<file path="config.mk">
export PLATFORM = sky130hd
export DESIGN_NAME = rambus_sample_reader_flat
export DESIGN_NICKNAME = d
export VERILOG_FILES = /design/src/rtl/rambus_sample_reader_if.sv /design/src/rtl/rambus_sample_reader.sv /design/src/flat_wrapper.sv
export SDC_FILE = /design/constraint.sdc
export NUM_CORES = 1
export LEC_CHECK = 0
export BUFFER_PORTS_ARGS = -buffer_cell sky130_fd_sc_hd__buf_2
export CAP_MARGIN = 20
export CELL_PAD_IN_SITES_DETAIL_PLACEMENT = 1
export CELL_PAD_IN_SITES_GLOBAL_PLACEMENT = 1
export CORE_MARGIN = 2
export CORE_UTILIZATION = 45
export DETAILED_ROUTE_END_ITERATION = 10
export PLACE_DENSITY = 0.83
export SKIP_LAST_GASP = 1
export SLEW_MARGIN = 0
export SYNTH_ARGS = -nofsm -noshare
export SYNTH_HDL_FRONTEND = slang
export SYNTH_SLANG_ARGS = --single-unit
</file>
<file path="constraint.sdc">
create_clock -name wb_clk_i -period 3.22 [get_ports wb_clk_i]
set_clock_uncertainty 0.2 [all_clocks]
set_input_delay 0.644 -clock wb_clk_i [delete_from_list [all_inputs] [get_ports wb_clk_i]]
set_output_delay 0.644 -clock wb_clk_i [all_outputs]
set_load 0.005 [all_outputs]
</file>
<file path="src/rtl/rambus_sample_reader_if.sv">
// Wishbone classic bus between the sample reader (master) and port B of the
// OpenRAM wishbone wrapper (slave).
interface rambus_sample_reader_if;
    logic        wb_clk_o;
    logic        wb_rst_o;
    logic        wb_stb_o;
    logic        wb_cyc_o;
    logic        wb_we_o;
    logic [3:0]  wb_sel_o;
    logic [31:0] wb_dat_o;
    logic [9:0]  wb_adr_o;
    logic        wb_ack_i;
    logic [31:0] wb_dat_i;

    modport master (
        output wb_clk_o, wb_rst_o, wb_stb_o, wb_cyc_o, wb_we_o,
               wb_sel_o, wb_dat_o, wb_adr_o,
        input  wb_ack_i, wb_dat_i
    );

    modport slave (
        input  wb_clk_o, wb_rst_o, wb_stb_o, wb_cyc_o, wb_we_o,
               wb_sel_o, wb_dat_o, wb_adr_o,
        output wb_ack_i, wb_dat_i
    );
endinterface

</file>
<file path="src/rtl/rambus_sample_reader.sv">
// Read-only wishbone initiator that loops over a word window of the OpenRAM and
// streams the words out through a small FWFT FIFO. Ack timeout: RAMBUS_READER_TIMEOUT_EN.
module rambus_sample_reader #(
    parameter int FIFO_DEPTH     = 4,
    parameter int TIMEOUT_CYCLES = 255
) (
    input  logic                   wb_clk_i,
    input  logic                   wb_rst_i,
    input  logic                   enable,
    input  logic [7:0]             start_addr,
    input  logic [7:0]             end_addr,
    output logic [31:0]            sample_o,
    output logic                   sample_valid_o,
    input  logic                   sample_ready_i,
    output logic                   busy_o,
    output logic                   error_o,
    rambus_sample_reader_if.master rambus
);
    localparam int AW = $clog2(FIFO_DEPTH);
    localparam logic [AW:0] DEPTH_C = (AW+1)'(FIFO_DEPTH);

    localparam logic [1:0] ST_IDLE = 2'd0;
    localparam logic [1:0] ST_REQ  = 2'd1;
    localparam logic [1:0] ST_GAP  = 2'd2;

    logic [1:0]    state_reg, state_next;
    logic [7:0]    ptr_reg, win_start_reg, win_end_reg;
    logic [31:0]   fifo_mem [FIFO_DEPTH];
    logic [AW-1:0] wr_ptr_reg, rd_ptr_reg;
    logic [AW:0]   count_reg;
    logic          push, pop, flush, room, timeout, ack;

    assign ack            = rambus.wb_ack_i;
    assign sample_valid_o = (count_reg != '0);
    assign pop            = sample_valid_o && sample_ready_i;
    // A pop in the same cycle frees the slot the next read will land in.
    assign room           = (count_reg < DEPTH_C) || pop;
    assign sample_o       = sample_valid_o ? fifo_mem[rd_ptr_reg] : 32'd0;
    assign busy_o         = (state_reg != ST_IDLE);

    assign rambus.wb_clk_o = wb_clk_i;
    assign rambus.wb_rst_o = wb_rst_i;
    assign rambus.wb_cyc_o = (state_reg == ST_REQ) && !wb_rst_i;
    assign rambus.wb_stb_o = (state_reg == ST_REQ) && !wb_rst_i;
    assign rambus.wb_we_o  = 1'b0;
    assign rambus.wb_sel_o = 4'hF;
    assign rambus.wb_dat_o = 32'd0;
    assign rambus.wb_adr_o = {ptr_reg, 2'b00};

    always_comb begin
        state_next = state_reg;
        push       = 1'b0;
        flush      = 1'b0;
        case (state_reg)
            ST_IDLE: begin
                flush = 1'b1;
                if (enable && !error_o) state_next = ST_REQ;
            end
            ST_REQ: begin
                if (ack) begin
                    // A word acked after enable fell is dropped, not queued.
                    push       = enable;
                    flush      = !enable;
                    state_next = enable ? ST_GAP : ST_IDLE;
                end else if (timeout) begin
                    flush      = 1'b1;
                    state_next = ST_IDLE;
                end
            end
            ST_GAP: begin
                if (!enable) begin
                    flush      = 1'b1;
                    state_next = ST_IDLE;
                end else if (room) begin
                    state_next = ST_REQ;
                end
            end
            default: state_next = ST_IDLE;
        endcase
    end

    always_ff @(posedge wb_clk_i) begin
        if (wb_rst_i) begin
            state_reg     <= ST_IDLE;
            ptr_reg       <= 8'd0;
            win_start_reg <= 8'd0;
            win_end_reg   <= 8'd0;
        end else begin
            state_reg <= state_next;
            if (state_reg == ST_IDLE && state_next == ST_REQ) begin
                ptr_reg       <= start_addr;
                win_start_reg <= start_addr;
                win_end_reg   <= end_addr;
            end else if (state_reg == ST_REQ && ack) begin
                ptr_reg <= (ptr_reg == win_end_reg) ? win_start_reg : ptr_reg + 8'd1;
            end
        end
    end

    always_ff @(posedge wb_clk_i) begin
        if (push) fifo_mem[wr_ptr_reg] <= rambus.wb_dat_i;
    end

    always_ff @(posedge wb_clk_i) begin
        if (wb_rst_i || flush) begin
            wr_ptr_reg <= '0;
            rd_ptr_reg <= '0;
            count_reg  <= '0;
        end else begin
            if (push) wr_ptr_reg <= wr_ptr_reg + AW'(1);
            if (pop)  rd_ptr_reg <= rd_ptr_reg + AW'(1);
            case ({push, pop})
                2'b10:   count_reg <= count_reg + (AW+1)'(1);
                2'b01:   count_reg <= count_reg - (AW+1)'(1);
                default: count_reg <= count_reg;
            endcase
        end
    end

`ifdef RAMBUS_READER_TIMEOUT_EN
    localparam int TW = ($clog2(TIMEOUT_CYCLES + 1) > 8) ? $clog2(TIMEOUT_CYCLES + 1) : 8;

    logic [TW-1:0] tmo_cnt_reg;
    logic          error_reg;

    // Counter holds the number of REQ cycles already spent without an ack.
    assign timeout = (state_reg == ST_REQ) && (tmo_cnt_reg == TW'(TIMEOUT_CYCLES - 1));
    assign error_o = error_reg;

    always_ff @(posedge wb_clk_i) begin
        if (wb_rst_i) begin
            tmo_cnt_reg <= '0;
            error_reg   <= 1'b0;
        end else begin
            if (state_reg == ST_REQ && !ack && !timeout) tmo_cnt_reg <= tmo_cnt_reg + TW'(1);
            else                                         tmo_cnt_reg <= '0;
            if (state_reg == ST_REQ && !ack && timeout) error_reg <= 1'b1;
            else if (!enable)                           error_reg <= 1'b0;
        end
    end
`else
    assign timeout = 1'b0;
    // Without the timeout build the reader waits for ack forever and never flags an error.
    if (TIMEOUT_CYCLES > 0) begin : g_no_timeout
        assign error_o = 1'b0;
    end else begin : g_no_timeout_zero
        assign error_o = 1'b0;
    end
`endif
endmodule
</file>
<file path="src/flat_wrapper.sv">
// flat-port wrapper written by rule: the top's interface ports become plain ports
module rambus_sample_reader_flat 
#(
    parameter int FIFO_DEPTH     = 4,
    parameter int TIMEOUT_CYCLES = 255
)
  (wb_clk_i, wb_rst_i, enable, start_addr, end_addr, sample_o, sample_valid_o, sample_ready_i, busy_o, error_o, rambus_wb_clk_o, rambus_wb_rst_o, rambus_wb_stb_o, rambus_wb_cyc_o, rambus_wb_we_o, rambus_wb_sel_o, rambus_wb_dat_o, rambus_wb_adr_o, rambus_wb_ack_i, rambus_wb_dat_i);
  rambus_sample_reader_if rambus_i ();
  input  logic wb_clk_i;
  input  logic wb_rst_i;
  input  logic enable;
  input  logic [7:0] start_addr;
  input  logic [7:0] end_addr;
  output logic [31:0] sample_o;
  output logic sample_valid_o;
  input  logic sample_ready_i;
  output logic busy_o;
  output logic error_o;
  output wire logic [$bits(rambus_i.wb_clk_o)-1:0] rambus_wb_clk_o;
  output wire logic [$bits(rambus_i.wb_rst_o)-1:0] rambus_wb_rst_o;
  output wire logic [$bits(rambus_i.wb_stb_o)-1:0] rambus_wb_stb_o;
  output wire logic [$bits(rambus_i.wb_cyc_o)-1:0] rambus_wb_cyc_o;
  output wire logic [$bits(rambus_i.wb_we_o)-1:0] rambus_wb_we_o;
  output wire logic [$bits(rambus_i.wb_sel_o)-1:0] rambus_wb_sel_o;
  output wire logic [$bits(rambus_i.wb_dat_o)-1:0] rambus_wb_dat_o;
  output wire logic [$bits(rambus_i.wb_adr_o)-1:0] rambus_wb_adr_o;
  input wire logic [$bits(rambus_i.wb_ack_i)-1:0] rambus_wb_ack_i;
  input wire logic [$bits(rambus_i.wb_dat_i)-1:0] rambus_wb_dat_i;
  assign rambus_wb_clk_o = rambus_i.wb_clk_o;
  assign rambus_wb_rst_o = rambus_i.wb_rst_o;
  assign rambus_wb_stb_o = rambus_i.wb_stb_o;
  assign rambus_wb_cyc_o = rambus_i.wb_cyc_o;
  assign rambus_wb_we_o = rambus_i.wb_we_o;
  assign rambus_wb_sel_o = rambus_i.wb_sel_o;
  assign rambus_wb_dat_o = rambus_i.wb_dat_o;
  assign rambus_wb_adr_o = rambus_i.wb_adr_o;
  assign rambus_i.wb_ack_i = rambus_wb_ack_i;
  assign rambus_i.wb_dat_i = rambus_wb_dat_i;
  rambus_sample_reader #(.FIFO_DEPTH(FIFO_DEPTH), .TIMEOUT_CYCLES(TIMEOUT_CYCLES)) u_core (.wb_clk_i(wb_clk_i), .wb_rst_i(wb_rst_i), .enable(enable), .start_addr(start_addr), .end_addr(end_addr), .sample_o(sample_o), .sample_valid_o(sample_valid_o), .sample_ready_i(sample_ready_i), .busy_o(busy_o), .error_o(error_o), .rambus(rambus_i));
endmodule
</file>
# After elaboration in Yosys (flattened, before gate mapping)
# Memory sizes are Yosys's and may differ from the RTL's. A register that Yosys moved wholly into a read port is not among the register bits.
# Index checks and enable logic that the tools add are counted.
[totals]
elab_cells = 53
inputBits = 53
memories = 1
ff_bits = 33
ram_bits = 128
[mem_list]
columns = ["memory", "words", "word_bits", "read_ports", "rd_ports_with_merged_regs", "wr", "line_no", "rtl"]
rows = [
  ["u_core.fifo_mem", 4, 32, 1, 1, 1, "rambus_sample_reader.sv:28", "logic [31:0] fifo_mem [FIFO_DEPTH];"],
]
[classes]
muxes = 20
n_eq_ne = 6
n_reduce_logical = 13
addsub = 5
order_cmp = 1
[ops]
columns = ["cell", "count"]
rows = [
  ["32-bit 2-to-1 mux", 1],
  ["8-bit 2-to-1 mux", 3],
  ["2-bit 2-to-1 mux", 7],
  ["8-bit by 1-bit adder with 8-bit output, second input constant", 1],
  ["8-bit equality test", 1],
  ["2-bit by 1-bit equality test with 1-bit output, second input constant", 3],
  ["1-bit 2-to-1 mux", 6],
  ["2-bit one-hot mux with 3 select lines", 1],
  ["3-bit one-hot mux with 2 select lines", 1],
  ["2-bit nonzero test", 3],
  ["2-bit by 1-bit adder with 2-bit output, second input constant", 2],
  ["2-bit equality test, second input constant", 2],
  ["1-bit logical AND", 4],
  ["3-bit by 1-bit adder with 3-bit output, second input constant", 1],
  ["3-bit less-than comparator, second input constant", 1],
  ["1-bit one-hot mux with 3 select lines", 1],
  ["3-bit nonzero test", 1],
  ["3-bit by 1-bit subtractor with 3-bit output, second input constant", 1],
  ["1-bit zero test", 2],
  ["2-bit zero test", 1],
  ["1-bit logical OR", 2],
]

# Logic depth before layout (Yosys ltp)
# Gate-level depths: netlist of run 1.
[depth]
ltp_word = 9
mapped_depth = 10

==> results.cfg, run 1 <==
[timing]
setup_viol_count_final = 0
worst_pin_slew_ps = 930.2
hold_viol_final = 0
fin_ws_ps = 237.8
final_max_slew_viol_count = 0
min_period_ps = 2982
clock.fmax_mhz = 335.3
final.period_utilization_pct = 92.61
rsz0062_at_grt = no
relSlewSlack_pct = 37.98
tns_ps = 0

[clock_tree]
cts_tree = done
clk_pin_slew_ps = 60
cts_hold_buf = 0
clk_latency_ps = 530
cts-resized-gates = 0
post_cts_buffers = 0

[synthesis]
syn_area_per_cell_um2 = 14.88
synth_xor_area_share_pct = 2.385
synthMuxAreaShare_pct = 10.94
yosysWarnings = 0
async_flop_share_pct = 0
synth_top_family_by_area = multiplexers
synthFlopType = edfxtp_1
yosys.area_share.adder_pct = 1.363
syn-cell-area_um2 = 6978
synth_seq_cells = 163
synth_simple_gate_area_share_pct = 9.055
synth_edf_count = 128
ys_types = 47
synth_compound_area_share_pct = 4.303
syn_inst = 469
ys_seq_area_share_pct = 65.12

[finish]
fill_cells = 1540
regMostFlops = u_core.fifo_mem
multiInputGateArea_um2 = 2117
utilization_pct = 54.00
syn_to_final_growth_pct = 17.64
antennaDiodeCount = 0
drive_gt1_share_pct = 31.74
layout.nets = 633
regArea_um2 = 4547
fin_cells = 774
largest_reg_flops = 128

[global_routing]
grt_use_total_pct = 19.10
grt_pass1_vias = 4338
grt_start_max_net_pins = 34
antenna_found_initial = 0
gr-total-overflow = 0
grt_pass1_wl_um = 23470

[routing]
dr.pass1.iters = 4
antenna_left = 0
vias = 4065
drt-initial-drc-count = 266
wl_per_cell_um = 19.56
via_per_inst = 5.252
finalWirelength_um = 15140
post-route-drc-count = 0

[die]
boundaryPins = 139
rows = 45
die_x_um = 128.5
initial_utilization_pct = 45.90
die_height_um = 128.5
design.core.area_um2 = 15200
die_area_um2 = 16520

[place]
dp.cells = 739
port_buffers = 98
dp_hpwl_um = 9911
place_ws_ps = 486.1
gp_congestion = 0.7613

[power_and_ir_drop]
power_mw = 4.818
p_per_area_nw_per_um2 = 586.9
irDropWorstVdd_uv = 358.4
power_leakage_nw = 3.028

[setup_path]
cp-end-kind = output port
worstSetupPathType = reg2out
crit_required_ps = 2380
critical_path.startpoint_type = flip-flop
critical_path.max_fanout = 19
cp.arrival_ps = 2140

[status]
status = completed

[job]
cap_viol_max_count = 0

[min_path]
hold_class = in2reg
## logic make-up after synthesis
group / Yosys count
other cells: 2
compound gates: 47
buf+inv: 71
flops: 163
xor+xnor: 19
fa+ha+maj: 7
simple gates: 125
mux: 35
## worst max-delay path, cell delays in order, from the launching register on
cell and delay, ps:
dfxtp_2 570, buf_4 370, mux4_2 340, and2_1 190, buf_2 130
## power by group
| part | switching (mW) | internal, mW | total, mW |
|---|---|---|---|
| Clock | 0.872 | 1.32 | 2.19 |
| Combinational | 0.157 | 0.117 | 0.274 |
| Sequential | 0.0494 | 2.31 | 2.35 |
## metrics by stage
stage | cell area (µm²) | hold slack [ps]
6_report | 8209 | 130.1
5_1_grt | 8209 | 122.5
4_1_cts | 8209 | 110.1
3_5_place_dp | 7553 | 258.3
3_3_place_gp | 7553 | 241.2
2_1_floorplan | 7121 | 236.0
## cells in the mapped netlist (all sizes together), types with 8 or more instances
master	number	area, µm²
xnor2	13	113.9
nand2	38	142.6
edfxtp	128	3844
and2	33	206.5
mux4	32	720.7
a21oi	21	105.1
dfxtp	35	700.7
buf	55	409.1
nand3	8	40.04
o21ai	10	53.80
clkbuf	9	33.78
nor2	23	93.84
## layer usage
| metal | global-route usage, % | vias up | share of wire [%] | routed length [µm] |
|---|---|---|---|---|
| met5 | 0 | - | 0 | 0 |
| met4 | 7.481 | 0 | 1.7 | 251 |
| met3 | 4.200 | 19 | 4.7 | 715 |
| met2 | 34.61 | 120 | 54 | 8182 |
| met1 | 22.13 | 2067 | 40 | 5992 |
| li1 | - | 1859 | - | - |
## final timing paths
path	start	to	slack, ps	depth (start not counted)
worst max-delay path	flip-flop	sample_o[13]	240	4
worst min-delay path	rambus_wb_dat_i[27]	u_core.fifo_mem[2][27]$_DFFE_PP_	130	1
worst max register to register	u_core.state_reg[1]$_SDFF_PP0_	u_core.count_reg[2]$_SDFFE_PP0P_	630	10
worst min register to register	u_core.win_end_reg[7]$_SDFFE_PP0P_	u_core.win_end_reg[7]$_SDFFE_PP0P_	270	2
## cell usage in the layout, fill, tap and decap left out, drive strengths merged, types with 21 or more instances in the layout
cell	n
a21oi	21
and2	33
buf	108
clkbuf	21
conb	40
dfxtp	35
edfxtp	128
mux4	32
nand2	38
nor2	23
## layout make-up
class | count | area share (%)
timing repair buffer | 107 | 7.590
tap | 188 | 2.865
multi-input combinational | 273 | 25.79
clock buffer | 22 | 6.203
inverter | 7 | 0.3201
clock inverter | 14 | 1.844
sequential | 163 | 55.39
(Power assumes the default switching activity.)
==> run 2: changes to the inputs <==
==> constraint.sdc (replaced) <==
create_clock -name wb_clk_i -period 3.22 [get_ports wb_clk_i]
set_clock_uncertainty 0.2 [all_clocks]
set_input_delay 0.966 -clock wb_clk_i [delete_from_list [all_inputs] [get_ports wb_clk_i]]
set_output_delay 0.966 -clock wb_clk_i [all_outputs]
set_load 0.005 [all_outputs]
==> run 2 against run 1 <==
Hold slack better by 130 ps; maximum frequency fell by 5.9%; final cell count grew 0.39%; count of clock-buffer cells in the layout down 1; sequential power about the same; critical path depth unchanged; non-clock buffer count is 4 higher; register-to-register slack improved by 150 ps; wire length is 2.0% lower; final area up 0.56%; highest routed layer unchanged; power fell by 1.1%.
==> results.cfg, run 2 (synthesis gave the netlist of run 1 again) <==
[status]
status = completed

[finish]
final_cell_mix = edfxtp_1 (128), buf_2 (98), conb_1 (40), nand2_1 (38)
regMostFlops = u_core.fifo_mem
layout.nets = 637
largest_reg_flops = 128
syn_to_final_growth_pct = 18.31
final_common_cell = edfxtp_1
drive_gt1_share_pct = 31.97

[min_path]
hold_class = reg2reg

[routing]
via_per_inst = 5.230
wl_per_cell_um = 19.10
antenna_left = 0
post-route-drc-count = 0
dr.pass1.iters = 4
finalWirelength_um = 14840
drt-initial-drc-count = 219
vias = 4064

[timing]
setup_viol_count_final = 0
relSlewSlack_pct = 59.73
min_period_ps = 3168
clock.fmax_mhz = 315.7
hold_viol_final = 0
worst_pin_slew_ps = 604.1
final_max_slew_viol_count = 0
tns_ps = 0
final.period_utilization_pct = 98.38

[setup_path]
path_delay_family = multiplexers
critical_path.startpoint_type = flip-flop
slowest_stage = mux4_2
cp-end-kind = output port
critical_path.max_fanout = 16
crit_path_max_incr_delay_ps = 530
worstSetupPathType = reg2out
critPathBufInv = 2
crit_required_ps = 2050
cp.arrival_ps = 2000
cp_cell_sequence = buf_12 -> mux4_2 -> and2_1 -> buf_2

[job]
cap_viol_max_count = 0

[power_and_ir_drop]
p_per_area_nw_per_um2 = 577.1
power_mw = 4.764
power_leakage_nw = 3.056
irDropWorstVdd_uv = 428.0

[global_routing]
grt_start_max_net_pins = 33
grt_pass1_wl_um = 22710
gr-total-overflow = 0
grt_use_total_pct = 18.59
grt_pass1_vias = 4276
antenna_found_initial = 1

[die]
die_area_um2 = 16520
die_x_um = 128.5
rows = 45
design.core.area_um2 = 15200
die_height_um = 128.5
boundaryPins = 139
initial_utilization_pct = 45.90

[place]
dp_hpwl_um = 9796
port_buffers = 98
gp_congestion = 0.8132

[clock_tree]
clk_pin_slew_ps = 60
clk_latency_ps = 530
cts_tree = done
cts_hold_buf = 0
==> run 2: changes by cell type in the layout (fill, tap and decap cells not counted), sizes merged <==
cell      previous run  this run
buf                108       111
clkinvlp             3         1
clkinv               5         7
inv                 11        10
diode                0         1
==> run 2: repair_timing <==
action                                  in CTS  in global routing
endpoints found under the setup margin       1                 28
setup buffers                                0                  0
resized for setup                            0                  1
gates cloned                                 0                  1
==> run 2: final timing paths <==
path | cells past startpoint | startpoint | to | slack, ps
min reg2reg | 2 | u_core.win_start_reg[0]$_SDFFE_PP0P_ | u_core.win_start_reg[0]$_SDFFE_PP0P_ | 260
min | 2 | u_core.win_start_reg[0]$_SDFFE_PP0P_ | u_core.win_start_reg[0]$_SDFFE_PP0P_ | 260
max reg2reg | 9 | u_core.count_reg[2]$_SDFFE_PP0P_ | u_core.count_reg[2]$_SDFFE_PP0P_ | 780
max | 4 | flip-flop | sample_o[27] | 50
==> run 2: layer usage <==
layer	up-vias	routed length (µm)	GRT usage [%]
met5	-	0	0
met4	0	366	8.696
met3	32	668	5.281
met2	121	7844	33.14
met1	2046	5963	20.63
li1	1865	-	-
==> run 2: per-stage QoR <==
step	utilization, %	instance area [µm²]	hold WS, ps	setup slack, ps	instances
after floorplan	-	7121	236.0	263.0	507
after global placement	49.92	7589	242.7	341.9	742
after detailed placement	49.92	7589	252.1	341.9	742
after CTS	54.11	8225	260.5	-9.250	775
after global routing	54.29	8253	283.8	-18.00	776
final	54.30	8255	256.7	52.04	777
==> run 2: power by group <==
part	switching, mW	internal (mW)	leakage (nW)
clock network	0.835	1.30	0.317
registers	0.0485	2.31	1.44
logic	0.155	0.120	1.30
==> run 2: worst register-to-register path, delay by kind of cell (launching register included) <==
family,cells,cell delay [ps]
flops,1,370
simple gates,3,670
fa+ha+maj,2,560
xor+xnor,1,150
compound gates,1,140
buf+inv,2,270
==> run 2: area by class of cell <==
cell class,count,area (µm²)
timing repair buffer,111,683.2
clock inverter,13,136.4
tap,188,235.2
fill,1513,6947
sequential,163,4549
clock buffer,21,505.5
multi-input combinational,273,2117
antenna,1,2.502
inverter,7,26.28
